File: config.mk
export PLATFORM = sky130hd
export DESIGN_NAME = pdm_stream_source
export DESIGN_NICKNAME = d
export VERILOG_FILES = /design/src/rtl/pdm_stream_source.sv
export SDC_FILE = /design/constraint.sdc
export NUM_CORES = 1
export LEC_CHECK = 0
export ABC_CLOCK_PERIOD_IN_PS = 5500
export CORE_UTILIZATION = 50
export DETAILED_ROUTE_END_ITERATION = 8
export GPL_TIMING_DRIVEN = 0
export PLACE_DENSITY = 0.76
export RECOVER_POWER = 100
export SETUP_SLACK_MARGIN = 0.02
export SYNTH_ARGS = -nofsm -noshare
export SYNTH_HDL_FRONTEND = slang
export SYNTH_SLANG_ARGS = --single-unit
File: constraint.sdc
create_clock -name iCLOCK -period 5.5 [get_ports iCLOCK]
set_input_delay 1.65 -clock iCLOCK [delete_from_list [all_inputs] [get_ports iCLOCK]]
set_output_delay 1.65 -clock iCLOCK [all_outputs]
set_load 0.05 [all_outputs]
File: src/rtl/pdm_stream_source.sv
// PDM microphone front end: divided PDM clock, 2-flop capture, packet framing,
// show-ahead FIFO onto a valid/ready source port, plus a small CSR window.
module pdm_stream_source #(
    parameter int unsigned FIFO_DEPTH  = 16,
    parameter logic [15:0] DEF_DIV     = 16'd15,
    parameter logic [15:0] DEF_PKT_LEN = 16'd64,
    parameter logic [31:0] BLOCK_ID    = 32'h50444D31
) (
    input  logic        iCLOCK,
    input  logic        iRESET,
    output logic        oPDM_CLK,
    input  logic        iPDM_DATA,
    output logic        s_clock,
    output logic        s_data_valid,
    input  logic        s_ready,
    output logic        s_start_packet,
    output logic        s_end_packet,
    output logic        s_data,
    input  logic [2:0]  iCSR_ADDRESS,
    input  logic        iCSR_READ,
    output logic [31:0] oCSR_READ_DATA,
    input  logic        iCSR_WRITE,
    input  logic [31:0] iCSR_WRITE_DATA
);
    localparam int AW = $clog2(FIFO_DEPTH);
    localparam logic [AW:0] LEVEL_FULL = (AW + 1)'(FIFO_DEPTH);

    typedef enum logic [1:0] {IDLE, RUN, STOP} state_t;
    state_t state, next_state;

    logic        en, ovf_sticky, pdm_clk, sync1, sync2, running;
    logic [15:0] div_reg, pkt_len_reg, div_cur, div_cnt, ovf_count, len_q, bit_cnt;
    logic [15:0] eff_len, cur_len;
    logic [2:0]  mem [FIFO_DEPTH];
    logic [2:0]  head;
    logic [AW:0] wr_ptr, rd_ptr, level;
    logic [7:0]  level_byte;
    logic [31:0] read_mux;
    logic        wrap, fall, can_sample, push, push_ok, overflow, empty, full, xfer;
    logic        is_sop, is_eop, clr_ovf, unused_bits;

    assign s_clock     = iCLOCK;
    assign oPDM_CLK    = pdm_clk;
    assign unused_bits = ^iCSR_WRITE_DATA[31:16];

    assign clr_ovf    = iCSR_WRITE && (iCSR_ADDRESS == 3'd0) && iCSR_WRITE_DATA[1];
    assign wrap       = (div_cnt == div_cur);
    assign fall       = (state != IDLE) && wrap && pdm_clk;
    // Once stopping, only bits that complete the open packet are taken.
    assign can_sample = (state == RUN) || ((state == STOP) && (bit_cnt != 16'd0));
    assign push       = fall && can_sample;
    assign level      = wr_ptr - rd_ptr;
    assign level_byte = 8'(level);
    assign empty      = (level == '0);
    assign full       = (level == LEVEL_FULL);
    assign xfer       = !empty && s_ready;
    assign push_ok    = push && (!full || xfer);
    assign overflow   = push && !push_ok;
    assign eff_len    = (pkt_len_reg == 16'd0) ? 16'd1 : pkt_len_reg;
    assign cur_len    = (bit_cnt == 16'd0) ? eff_len : len_q;
    assign is_sop     = (bit_cnt == 16'd0);
    assign is_eop     = (bit_cnt == cur_len - 16'd1);

    always_ff @(posedge iCLOCK) begin
        if (iRESET) state <= IDLE;
        else        state <= next_state;
    end

    always_comb begin
        next_state = state;
        case (state)
            IDLE: if (en) next_state = RUN;
            RUN:  if (!en) next_state = STOP;
            STOP: begin
                if (en)
                    next_state = RUN;
                else if ((bit_cnt == 16'd0) || (push_ok && is_eop))
                    next_state = IDLE;
            end
            default: next_state = IDLE;
        endcase
    end

    always_comb begin
        running = (state != IDLE);
    end

    // Cleared on entry to and exit from IDLE so the PDM clock always restarts low.
    always_ff @(posedge iCLOCK) begin
        if (iRESET) begin
            div_cnt <= 16'd0;
            div_cur <= DEF_DIV;
            pdm_clk <= 1'b0;
        end else if ((state == IDLE) || (next_state == IDLE)) begin
            div_cnt <= 16'd0;
            div_cur <= div_reg;
            pdm_clk <= 1'b0;
        end else if (wrap) begin
            div_cnt <= 16'd0;
            div_cur <= div_reg;
            pdm_clk <= ~pdm_clk;
        end else begin
            div_cnt <= div_cnt + 16'd1;
        end
    end

    always_ff @(posedge iCLOCK) begin
        if (iRESET) begin
            sync1   <= 1'b0;
            sync2   <= 1'b0;
            bit_cnt <= 16'd0;
            len_q   <= 16'd1;
        end else begin
            sync1 <= iPDM_DATA;
            sync2 <= sync1;
            if (push_ok) begin
                if (is_sop) len_q <= eff_len;
                bit_cnt <= is_eop ? 16'd0 : bit_cnt + 16'd1;
            end
        end
    end

    always_ff @(posedge iCLOCK) begin
        if (push_ok) mem[wr_ptr[AW-1:0]] <= {is_sop, is_eop, sync2};
    end

    always_ff @(posedge iCLOCK) begin
        if (iRESET) begin
            wr_ptr <= '0;
            rd_ptr <= '0;
        end else begin
            if (push_ok) wr_ptr <= wr_ptr + 1'b1;
            if (xfer)    rd_ptr <= rd_ptr + 1'b1;
        end
    end

    assign head           = mem[rd_ptr[AW-1:0]];
    assign s_data_valid   = !empty;
    assign s_start_packet = !empty && head[2];
    assign s_end_packet   = !empty && head[1];
    assign s_data         = !empty && head[0];

    always_ff @(posedge iCLOCK) begin
        if (iRESET) begin
            en          <= 1'b0;
            div_reg     <= DEF_DIV;
            pkt_len_reg <= DEF_PKT_LEN;
        end else if (iCSR_WRITE) begin
            case (iCSR_ADDRESS)
                3'd0:    en          <= iCSR_WRITE_DATA[0];
                3'd1:    div_reg     <= iCSR_WRITE_DATA[15:0];
                3'd2:    pkt_len_reg <= iCSR_WRITE_DATA[15:0];
                default: ;
            endcase
        end
    end

    // A clear that coincides with a dropped sample still records that sample.
    always_ff @(posedge iCLOCK) begin
        if (iRESET) begin
            ovf_count  <= 16'd0;
            ovf_sticky <= 1'b0;
        end else if (clr_ovf) begin
            ovf_count  <= overflow ? 16'd1 : 16'd0;
            ovf_sticky <= overflow;
        end else if (overflow) begin
            if (ovf_count != 16'hFFFF) ovf_count <= ovf_count + 16'd1;
            ovf_sticky <= 1'b1;
        end
    end

    always_comb begin
        read_mux = 32'd0;
        case (iCSR_ADDRESS)
            3'd0:    read_mux = {31'd0, en};
            3'd1:    read_mux = {16'd0, div_reg};
            3'd2:    read_mux = {16'd0, pkt_len_reg};
            3'd3:    read_mux = {ovf_count, level_byte, 6'd0, running, ovf_sticky};
            3'd4:    read_mux = BLOCK_ID;
            default: read_mux = 32'd0;
        endcase
    end

    always_ff @(posedge iCLOCK) begin
        if (iRESET)         oCSR_READ_DATA <= 32'd0;
        else if (iCSR_READ) oCSR_READ_DATA <= read_mux;
    end
endmodule

* Word level (Yosys, flattened, before mapping)
Memory sizes are Yosys's and may differ from the RTL's. A register that Yosys moved wholly into a read port is not among the register bits.
Index checks and enable logic that the tools add are counted.
** Word-level totals
- Bits in registers :: 161
- Latch bits :: 0
- RAM bits :: 48
- Word-level logic and storage cells :: 93
- Output and inout port bits :: 38
- Bits of input ports :: 41
- Memories kept :: 1
- Bits in read-only memories :: 0
** Memory list
- mem :: words 16, width 3, rd ports 1, clocked after memory_dff 1, wr ports 1, line 34 : logic [2:0] mem [FIFO_DEPTH];
** Cells by class
- Equality and inequality tests :: 10
- Div/mod/pow operators :: 0
- Shift-type cells :: 0
- Add/sub/neg operators :: 7
- Bitwise logic cells :: 1
- Magnitude comparators :: 0
- Multiply operators :: 0
- Multiplexer cells :: 21
- Reductions and logical operators :: 37
** Operator list (count)
- case mux 32 bit (5 select lines) :: 1
- two-way mux 16 bit :: 8
- adder 16 x 1 -> 16 bit, second input constant :: 3
- equality test 16 bit :: 2
- logical NOT 16 bit :: 2
- != test 16 bit, second input constant :: 1
- nonzero test 16 bit :: 1
- subtractor 16 x 1 -> 16 bit, second input constant :: 1
- logical AND 1 bit :: 13
- adder 5 x 1 -> 5 bit, second input constant :: 2
- two-way mux 2 bit :: 4
- two-way mux 4 bit :: 2
- AND reduction 2 bit :: 4
- nonzero test 2 bit :: 4
- equality test 3 x 2 -> 1 bit, second input constant :: 2
- case mux 2 bit (3 select lines) :: 1
- equality test 5 bit, second input constant :: 1
- logical NOT 5 bit :: 1
- two-way mux 1 bit :: 5
- subtractor 5 bit :: 1
- logical NOT 2 bit :: 2
- logical OR 1 bit :: 4
- equality test 3 x 1 -> 1 bit, second input constant :: 1
- equality test 3 bit, second input constant :: 1
- 7 further kinds :: 9

* Logic depth before layout (Yosys ltp)
- Word-level depth :: 14
- Gate-level depth with buffers :: 18
- Mapped depth without buffers :: 16

==> results list <==
* Run status: finished, violations left
- The checks that failed: max-capacitance violations, max-slew violations.
- For this run, design rule violations remaining after detail routing come to 0.
* Met2 usage: 40.65%
- Entering global routing, the biggest net connects 26 pins.
- Global routing consumed, over all layers together, roughly a quarter of the routing resources.
* Die boundary height: around 140 um
* Category of the worst setup path launch point: clock port
- Largest vdd supply drop: about 0.33 mV
* Largest cells by area after synthesis: dfxtp_1, edfxtp_1, xnor2_1
- Final Instance Area: around 12,000 sq um
- Power density over the cells: 323.6 nW/um^2
- Worst-case clock skew: approximately 0.0091 ns
* Worst slew slack as a fraction of its limit: -9.524%
- The worst setup path is captured at an output port.
* Crit-path leading delay family: buffers and inverters
- Total power: roughly 0.0039 W
- Among all flip-flop cells after synthesis, the most frequent one is dfxtp_1.
- Once detail routing completed, the nets flagged for antenna violations numbered 0.
* Synthesized area divided by synthesized cell count: around 9.4 sq um
- Registers are responsible for ~43% of the overall power.
- Clock Pin Slew Worst Setup and Hold Paths: approximately 0.05 ns
- The synthesized design contains 48 enable-type register cells.
* Number of flip-flops under the largest register name: 48
- Synthesis produced a netlist with a net count of 1,143.
- Routability cong.: a little over 0.9
* Number of DRC violations after detailed-routing iteration 0: approximately 790
- In this run the count of I/O pins placed on the die edge is 79.
- Library cells used by synthesis: 66
- Setup Viol. Count Final: 0
* Worst-Margin Slew: 1.601 ns
* Final core utilization: between 60% and 70%
- The internal power of the cells totals roughly 0.0029 W.
- Diode insertion count for antenna repair: 0
- The layout has 1,648 filler cells.
- Switching share of power: between 20% and 30%
- In the final routed layout, each cell accounts on average for 17.95 um.
* Sequential cell area: around 4700 sq um
- Prior to clock tree synthesis, the placed netlist has a worst setup slack of approximately 0.31 ns.
* Antenna violations before repair: 0
- Clock tree from TritonCTS: yes
* Syn-to-layout area delta: 16.93%
* Placement row count: 51
* Clk pwr share: between 40% and 50%
* Worst setup path start: iCLOCK
- Per report_power, the combinational group accounts for between 10% and 20% of the total.
- Delay of the slowest cell on the worst path: a little under 0.7 ns
- Sequential element share of the synthesized area: a little under half
- HP Class: register to register
- After synthesis, the share of flip-flops with an asynchronous set or reset is 0%.
- The share of synthesized area in the top cell type comes to between 30 and 40%.
* Crit path buffers/inverters: 4
- Core Box Area: about 20,000 sq um
* Routed vias: roughly 8,200
- DR vias/cell: around 5.6
- Buffers placed on the I/O ports in this run total between 50 and 60.
* Met1 global-route usage: a little under a third
- Die boundary width: between 100 and 150 um
* Cell occurring most often along the worst timing path: clkbuf_16
* Syn Std Cell Area: 10,210 sq um
- Largest area contributor in the netlist: dfxtp_1
- Initial core utilization: approximately half
* Reg-to-Reg Start: bit_cnt[0]
* Die Footprint: 21,000 sq um
- Number of buffers added to fix hold violations after cts: 0
- Counting every instance in the synthesized netlist gives ~1,100.
* Final wirelength: around 26,000 um
- After global routing the overflow that remains totals 0.
* Post-DP Area: 11,150 sq um
* Required time worst endpoint: between 3 and 4 ns
* Post-DP HPWL: 19,030 um
- CP cell instances: clkbuf_16 > clkbuf_16 > clkbuf_4 > clkdlybuf4s50_1
* Total count of hold-check failures in the final report: 0
* Worst path slowest cell: clkdlybuf4s50_1
- Along the worst path, the maximum fanout reaches 2.
* Crit path kind: clock port to output port
- Most heavily used metal layer in global routing: met2
* Number of pins exceeding their max-slew limit in the final report: 7
- Met3 Track Usage GR: between 3 and 4%
* Net switching power of the design: roughly 0.0010 W
- Number of detailed-routing iterations run before antenna repair: 6
- Via count of the first global-routing pass: approximately 8,000
- Synthesis-stage register bit count: around 210
- By instance count, the leading cell after synthesis is dfxtp_1.
- Beginning of the worst hold path: oCSR_READ_DATA[25]
* Arrival time worst endpoint: roughly 3.8 ns
- Final Worst Setup Slack: roughly 0.05 ns
- Source-to-sink clock delay at the later pin of the worst-skew pair: roughly 0.63 ns
- Setup repair after global routing left no endpoint under its margin.
* Max-Cap Viols: 1
* Area used by multi-input combinational logic: just over 5000 sq um
* Cell types with the highest counts after synthesis: dfxtp_1, nand2_1, nor2_1, a21oi_1, xnor2_1
- The post-route netlist has between 6 and 7% of its cells at a drive strength greater than 1.
- Static Leak: about 4.1 nW
* Yosys warning count: 0
- Global-route wire length before repair: between 40,000 and 50,000 um
- For this run, the post-layout net count is between 1,000 and 1,500.
[power groups by stage]
stage | Clock (W) | Combinational [W] | Sequential [W]
after floorplan | 0.0000392 | 0.000317 | 0.00170
after global placement | 0.0000520 | 0.000463 | 0.00168
after detailed placement | 0.0000520 | 0.000473 | 0.00168
after CTS | 0.00176 | 0.000480 | 0.00165
after global routing | 0.00183 | 0.000518 | 0.00165
final | 0.00173 | 0.000483 | 0.00165
[cells by family after synthesis]
| family | after synthesis | share of synthesized area, % |
|---|---|---|
| multiplexers | 44 | 6.271 |
| XOR/XNOR | 90 | 7.717 |
| buffers and inverters | 84 | 3.491 |
| AND/OR/NAND/NOR | 476 | 23.84 |
| flip-flops | 213 | 46.45 |
| AO/OA/AOI/OAI | 165 | 10.33 |
| adder cells (fa/ha/maj) | 15 | 1.911 |
[layout by cell type, fill, tap and decap left out, types with 6 or more instances in the layout]
cell | synthesis | routed
a211oi_1 | 15 | 14
a21oi_1 | 78 | 78
a22o_1 | 6 | 6
a22oi_1 | 6 | 6
a31oi_1 | 6 | 6
and3_1 | 8 | 8
clkbuf_1 | 49 | 57
clkbuf_16 | 0 | 27
clkdlybuf4s50_1 | 0 | 24
clkinv_2 | 1 | 7
dfxtp_1 | 165 | 165
dlygate4sd3_1 | 0 | 35
edfxtp_1 | 48 | 48
ha_1 | 14 | 14
inv_1 | 19 | 19
mux2i_1 | 28 | 28
mux4_2 | 16 | 16
nand2_1 | 137 | 137
nand2b_1 | 21 | 21
nand3_1 | 38 | 38
nand3b_1 | 7 | 7
nand4_1 | 21 | 22
nor2_1 | 119 | 119
nor2b_1 | 30 | 30
nor3_1 | 34 | 43
nor4_1 | 8 | 7
o21a_1 | 8 | 8
o21ai_0 | 14 | 14
or3_1 | 11 | 11
xnor2_1 | 62 | 62
xor2_1 | 28 | 28
[metal layers]
layer	vias to the layer above	share of wire, %
met4	0	4.2
met3	73	5.7
li1	3998	-
met1	3878	42
met2	281	48
met5	-	0
[path summary, 6_finish.rpt]
check	to	slack, ns	cells past startpoint
setup / recovery	s_clock	0.05	4
hold / removal	oCSR_READ_DATA[25]	0.46	2
setup reg to reg	bit_cnt[8]	0.31	17
hold reg to reg	oCSR_READ_DATA[25]	0.46	2
[area by class of cell]
class,count,share of cell area (%)
plain buffers,64,2.273
repair buffers,59,4.903
multi-input cells,790,42.38
flip-flops and latches,213,39.72
inverters,20,0.6390
clock buffers,34,6.181
clock inverters,14,1.121
well taps,265,2.776
[tightest hold or removal path: cells and delay by family, from the launching register on]
family,cells,cell delay (ns)
flops,1,0.30
simple gates,1,0.06
compound gates,1,0.05
[metrics by stage]
step                instances  hold WS (ns)  setup TNS (ns)
floorplan                1087        0.4138               0
global placement         1411        0.4196          -1.358
global route             1459        0.4817               0
detailed placement       1412        0.4475               0
CTS                      1459        0.4688               0
finish                   1459        0.4645               0
[what timing repair did]
action | 4_1_cts | 5_1_grt
buffers inserted | 0 | 0
endpoints found under the hold margin | 0 | 0
gates resized for setup | 1 | 1
setup endpoints to repair | 4 | 4
No activity file was read; power rests on OpenSTA's default activity.
